===== src/rtl/narrow_fifo.sv =====
// narrow_fifo: width-down synchronous FIFO. Wide words are written whole and
// read back one narrow lane at a time, least-significant lane first. A wide
// slot is released only when its last lane has been read.
module narrow_fifo #(
   parameter int DEPTH_LG2    = 4,
   parameter int WRDATA_WIDTH = 32,
   parameter int RDDATA_WIDTH = 16,
   parameter bit RST_MEM      = 1'b0,
   parameter bit REJECT_ERR   = 1'b1   // report rejected accesses in simulation
) (
   input  logic                                 wrclk,
   input  logic                                 rst_n,
   input  logic                                 wren_i,
   input  logic [WRDATA_WIDTH-1:0]              wdata_i,
   output logic                                 full_o,
   input  logic                                 rden_i,
   output logic [RDDATA_WIDTH-1:0]              rdata_o,
   output logic                                 empty_o,
   output logic [DEPTH_LG2+$clog2(WRDATA_WIDTH/RDDATA_WIDTH):0] level_o,
   output logic                                 ovf_o,
   output logic                                 udf_o
);

   localparam int RATIO     = WRDATA_WIDTH / RDDATA_WIDTH;
   localparam int RATIO_LG2 = $clog2(RATIO);
   localparam int DEPTH     = 1 << DEPTH_LG2;
   localparam int LVL_W     = DEPTH_LG2 + RATIO_LG2 + 1;

   logic [WRDATA_WIDTH-1:0] mem_q [DEPTH];

   // wrptr counts wide words, rdptr counts lanes; both carry a wrap bit as MSB
   logic [DEPTH_LG2:0]      wrptr_q, wrptr_d;
   logic [LVL_W-1:0]        rdptr_q, rdptr_d;
   logic [RDDATA_WIDTH-1:0] rdata_q, rdata_d;
   logic                    ovf_q, ovf_d;
   logic                    udf_q, udf_d;

   logic [LVL_W-1:0]        wrlane;      // write pointer expressed in lanes
   logic [DEPTH_LG2-1:0]    rd_widx;
   logic [RATIO_LG2-1:0]    rd_lsel;
   logic [WRDATA_WIDTH-1:0] rd_word;
   logic [RDDATA_WIDTH-1:0] lanes [RATIO];
   logic                    wr_acc, rd_acc;

   assign wrlane  = {wrptr_q, {RATIO_LG2{1'b0}}};
   assign rd_widx = rdptr_q[LVL_W-2 -: DEPTH_LG2];
   assign rd_lsel = rdptr_q[RATIO_LG2-1:0];
   assign rd_word = mem_q[rd_widx];

   for (genvar g = 0; g < RATIO; g++) begin : g_lane
      assign lanes[g] = rd_word[g*RDDATA_WIDTH +: RDDATA_WIDTH];
   end

   // Flags come straight from the registered pointers; a partially drained
   // word still counts as occupying its slot for full_o.
   assign empty_o = (rdptr_q == wrlane);
   assign full_o  = (wrptr_q[DEPTH_LG2] != rdptr_q[LVL_W-1]) &&
                    (wrptr_q[DEPTH_LG2-1:0] == rd_widx);
   assign level_o = wrlane - rdptr_q;
   assign rdata_o = rdata_q;
   assign ovf_o   = ovf_q;
   assign udf_o   = udf_q;

   assign wr_acc = wren_i && !full_o;
   assign rd_acc = rden_i && !empty_o;

   // Next-state for pointers, read lane and sticky error flags
   always_comb begin
      wrptr_d = wrptr_q;
      rdptr_d = rdptr_q;
      rdata_d = rdata_q;
      ovf_d   = ovf_q;
      udf_d   = udf_q;
      if (wr_acc) wrptr_d = wrptr_q + 1'b1;
      else if (wren_i) ovf_d = 1'b1;
      if (rd_acc) begin
         rdptr_d = rdptr_q + 1'b1;
         rdata_d = lanes[rd_lsel];
      end else if (rden_i) begin
         udf_d = 1'b1;
      end
   end

   // Control state, cleared synchronously; inputs ignored while in reset
   always_ff @(posedge wrclk) begin
      if (!rst_n) begin
         wrptr_q <= '0;
         rdptr_q <= '0;
         rdata_q <= '0;
         ovf_q   <= 1'b0;
         udf_q   <= 1'b0;
      end else begin
         wrptr_q <= wrptr_d;
         rdptr_q <= rdptr_d;
         rdata_q <= rdata_d;
         ovf_q   <= ovf_d;
         udf_q   <= udf_d;
      end
   end

   // Storage: written on accepted writes, cleared on reset only when RST_MEM
   always_ff @(posedge wrclk) begin
      if (!rst_n) begin
         if (RST_MEM) begin
            for (int i = 0; i < DEPTH; i++) mem_q[i] <= '0;
         end
      end else if (wr_acc) begin
         mem_q[wrptr_q[DEPTH_LG2-1:0]] <= wdata_i;
      end
   end

`ifndef SYNTHESIS
   if (REJECT_ERR) begin : g_reject_msg
      // Flag every rejected access as it happens
      always_ff @(posedge wrclk) begin
         if (rst_n && wren_i && full_o) $error("narrow_fifo: write while full");
         if (rst_n && rden_i && empty_o) $error("narrow_fifo: read while empty");
      end
   end
`endif

endmodule


===== config.mk =====
export PLATFORM = sky130hd
export DESIGN_NAME = narrow_fifo
export DESIGN_NICKNAME = d
export VERILOG_FILES = /design/src/rtl/narrow_fifo.sv
export SDC_FILE = /design/constraint.sdc
export NUM_CORES = 1
export LEC_CHECK = 0
export ABC_AREA = 1
export BUFFER_PORTS_ARGS = -buffer_cell sky130_fd_sc_hd__buf_2
export CORE_MARGIN = 3
export CORE_UTILIZATION = 45
export CTS_CLUSTER_DIAMETER = 120
export DETAILED_ROUTE_END_ITERATION = 8
export PLACE_DENSITY = 0.72
export SYNTH_ARGS = -nofsm -noshare
export SYNTH_HDL_FRONTEND = slang
export SYNTH_SLANG_ARGS = --single-unit

===== constraint.sdc =====
create_clock -name wrclk -period 6.2 [get_ports wrclk]
set_input_delay 1.24 -clock wrclk [delete_from_list [all_inputs] [get_ports wrclk]]
set_output_delay 1.24 -clock wrclk [all_outputs]
set_load 0.03 [all_outputs]

After elaboration in Yosys (flattened, before gate mapping)
Memories as Yosys holds them, arrays and structs flattened. A register that Yosys moved wholly into a read port is not among the register bits.
Index checks and enable logic that the tools add are counted.
- memories: 1
- memory bits (writable): 512
- logic and storage cells: 31
- register bits after elaboration: 29
- input bits: 36
- $add $sub $neg: 3
- muxes and demuxes: 8
- magnitude comparators: 1
- reductions and logical operators: 7
- bitwise gates (word level): 3
- equal/unequal tests: 3
- memories (memory ; depth ; bits a word ; rd ports ; clocked after memory_dff ; wr ports ; line ; text):
    mem_q ; 16 ; 32 ; 1 ; 1 ; 1 ; 29 ; logic [WRDATA_WIDTH-1:0] mem_q [DEPTH];
- operators with widths (kind ; number):
    $mux 16 ; 3
    $mux 4 ; 2
    $add 6x1->6 const B ; 1
    $eq 6x6->1 ; 1
    $sub 6x6->6 ; 1
    $add 5x1->5 const B ; 1
    $eq 4x4->1 ; 1
    $reduce_and 2->1 ; 2
    $logic_and 1x1->1 ; 3
    $mux 1 ; 3
    $ge 2x2->1 const B ; 1
    $logic_not 1->1 ; 2
    $not 1->1 ; 2
    $not 1->2 ; 1
    $ne 1x1->1 ; 1

Longest topological paths before layout
- depth after elaboration: 7
- depth in mapped cells: 14

Least setup slack after synthesis
Ideal clock, no wire load.
- path type: input-to-reg
- from: input port rst_n
- to: memory mem_q[0][0] (enable)
- setup time: 421 ps
- data arrival time: 3198 ps
- required time: 5779 ps
- slack: 2581 ps
- stages: 5
- cells stage by stage: clkbuf_1 > inv_1 > nor2_1 > nand2_1 > nor2_1
- longest elaborated chain between the ends: 2
- RTL lines (item ; line ; text):
    from (decl) ; 12 ; input logic rst_n,
    $mux 1 ; 103 ; if (!rst_n) begin
    $mux 1 (not written as such) ; 108 ; mem_q[wrptr_q[DEPTH_LG2-1:0]] <= wdata_i;
    to (decl) ; 29 ;
No other way between the ends.

Worst setup path in the final report
- from: register wrptr_q[1]
- to: output port level_o[5]
- longest elaborated chain between the ends: 1
- RTL lines (item ; line ; text):
    from (decl) ; 32 ; logic [DEPTH_LG2:0] wrptr_q, wrptr_d;
    from (signal assigned) ; 93 ; wrptr_q <= wrptr_d;
    $sub 6x6->6 ; 59 ; assign level_o = wrlane - rdptr_q;
    to (decl) ; 19 ; output logic [DEPTH_LG2+$clog2(WRDATA_WIDTH/RDDATA_WIDTH):0] level_o,
No other way between the ends.

==> flow_summary.json <==
{
  "status": "finished, final reports clean",
  "drv_slew": 0,
  "synth_edf_count": 512,
  "setup_viol": 0,
  "finalCriticalPeriod_ns": 3.60,
  "post_cts_buffers": 0,
  "hold_viol_final": 0,
  "r2r_cells": 8,
  "grt_setup_unrepaired": "false",
  "layout.nets": 2311,
  "die-height_um": 234,
  "dp_hpwl_mm": 31.8,
  "worstHoldEndpoint": "udf_o",
  "clk_latency_ns": 0.60,
  "grt_max_degree": 161,
  "die_x_um": 234,
  "arrival_ns": 2.36,
  "clkSinkCount": 545,
  "initial_core_util": 0.461,
  "r2r_start": "wrptr_q[1]",
  "hold-worst-slack_ns": 0.450,
  "wirelength_mm": 56.0,
  "yosys-top-cells-area": "edfxtp_1 66%, nand2_1 13%, nand3_1 7.3%",
  "htree_num_levels": 2,
  "cts_buffers": 54,
  "required_ns": 4.96,
  "clk_pin_slew_ns": 0.06,
  "grt_pass1_wl_mm": 85.9,
  "ys_types": 30,
  "grt_pass1_vias": 15100,
  "cts_tree": "yes",
  "drtAntennaViolNets": 0,
  "cp_max_fo": 6,
  "via_count": 15700,
  "yosys_warnings": 0,
  "syn-cell-area_um2": 23400,
  "end_kind": "primary output",
  "whs_path_depth": 2,
  "max-cap-violations": 0,
  "regToRegSetupSlack_ns": 2.94,
  "wl_per_cell_um": 18.8,
  "final_util": 0.510,
  "finalCritPeriodShare": 0.581,
  "vdd_ir_drop_max_v": 0.000192,
  "r2r_end": "mem_q[6][15]",
  "synth_seq_cells": 545,
  "crit_type": "flop to primary output",
  "viasPerCell": 5.26,
  "grt-ovfl-total": 0,
  "numPortBuffers": 61,
  "leakage_nw": 10.7,
  "place.gp.congestion": 0.841,
  "cts-root-buf": "clkbuf_16",
  "cts_resized": 0,
  "synth_ff_type": "edfxtp_1",
  "antenna_found_initial": 1,
  "syn_to_final_growth_pct": 10.8,
  "core_area_um2": 50800,
  "power_density_nw_per_um2": 322,
  "finClkSkew_ns": 0.0242,
  "cts_buffer_depth": 3,
  "yosysTopAreaCell": "edfxtp_1",
  "drt_iter0_markers": 1456,
  "yosysMostFrequentCell": "nand2_1",
  "worst_pin_slew_ns": 1.32,
  "drt_drc_violations_left": 0,
  "synth_top_area_frac": 0.657,
  "avgSynthCellArea_um2": 10.4,
  "io_pins": 62,
  "yosys-top-cells-count": "831 x nand2_1, 512 x edfxtp_1, 339 x nand3_1",
  "tns_ns": 0,
  "critPathLaunchType": "flop",
  "antennaDiodeCount": 0,
  "fmax_mhz": 278,
  "slew_headroom": 0.120,
  "first_pass_iters": 5,
  "hp-class": "flop to flop",
  "rows": 82,
  "ys_seq_area_frac": 0.685,
  "synthCells": 2242,
  "drive_gt1_frac": 0.0788,
  "syn_nets": 2289,
  "cts_hold_repair.buffers": 0,
  "dieArea_um2": 54800,
  "ys_async_sr_fraction": 0,
  "grt_usage": 0.206,
  "min-delay-start": "udf_o"
}
==> sequential cells by signal, summed over array words and instances (netlist names), named ones only <==
register and cells:
udf_o 1, wrptr_q 5, mem_q 512, rdata_o 16
ovf_o 1, rdptr_q 6
==> through the flow <==
step,total power [mW],instances,instance area [um2],setup WS [ns]
final,8.36,2981,25900,2.60
after global routing,8.65,2981,25900,2.45
after CTS,8.39,2981,25900,2.59
after floorplan,4.82,2242,23400,2.58
after global placement,5.02,2880,24100,2.37
after detailed placement,5.04,2880,24100,2.32
==> worst max-delay path by stage <==
stage / start / end / slack (ns) / cells after the start
after floorplan: rst_n / mem_q[0][0] / 2.58 / 5
after global placement: rst_n / mem_q[6][27] / 2.37 / 5
after detailed placement: rst_n / mem_q[14][5] / 2.32 / 5
after CTS: wrptr_q[1] / level_o[5] / 2.59 / 8
after global routing: rdptr_q[1] / level_o[5] / 2.45 / 9
final: wrptr_q[1] / level_o[5] / 2.60 / 8
==> power by group <==
part | total, mW | internal, mW | switching (mW)
Combinational | 0.846 | 0.228 | 0.617
Sequential | 4.13 | 4.07 | 0.0608
Clock | 3.38 | 2.03 | 1.35
==> critical path, stage by stage, from the launching register on <==
cell and delay, ns:
dfxtp_1 0.45, ha_1 0.33, a21oi_1 0.14, o21ai_0 0.15
a21oi_1 0.18, nor2_1 0.05, nor2_1 0.10, xor2_1 0.15
buf_2 0.21
==> layout make-up <==
type | instances | area, um2
flip-flops and latches | 545 | 16000
repair buffers | 79 | 453
clock inverters | 34 | 378
well taps | 672 | 841
clock buffers | 67 | 1460
fillers | 4344 | 24900
multi-input cells | 1272 | 5550
inverters | 312 | 1180
==> routing by layer <==
metal  share of wire  GRT usage
met4           0.029     0.0735
met2            0.47      0.331
met5         0.00023          0
met1            0.41      0.282
met3           0.089     0.0374
==> cells in the final DEF, fill, tap and decap left out, drive strengths merged, types with 14 or more instances in the layout <==
cell type | synthesis | routed
nand2 | 833 | 833
edfxtp | 512 | 512
buf | 98 | 79
dfxtp | 33 | 33
clkinv | 0 | 24
inv | 312 | 313
nor2 | 41 | 41
o21ai | 15 | 15
nand3 | 339 | 339
clkbuf | 15 | 67
a21oi | 14 | 14
==> cell families after synthesis <==
kind of cell,count (synthesis),share of synthesized area
fa+ha+maj,11,0.00620
xor+xnor,5,0.00187
flops,545,0.685
simple gates,1216,0.214
buf+inv,425,0.0823
compound gates,40,0.00973
No activity file was read; power rests on OpenSTA's default activity.
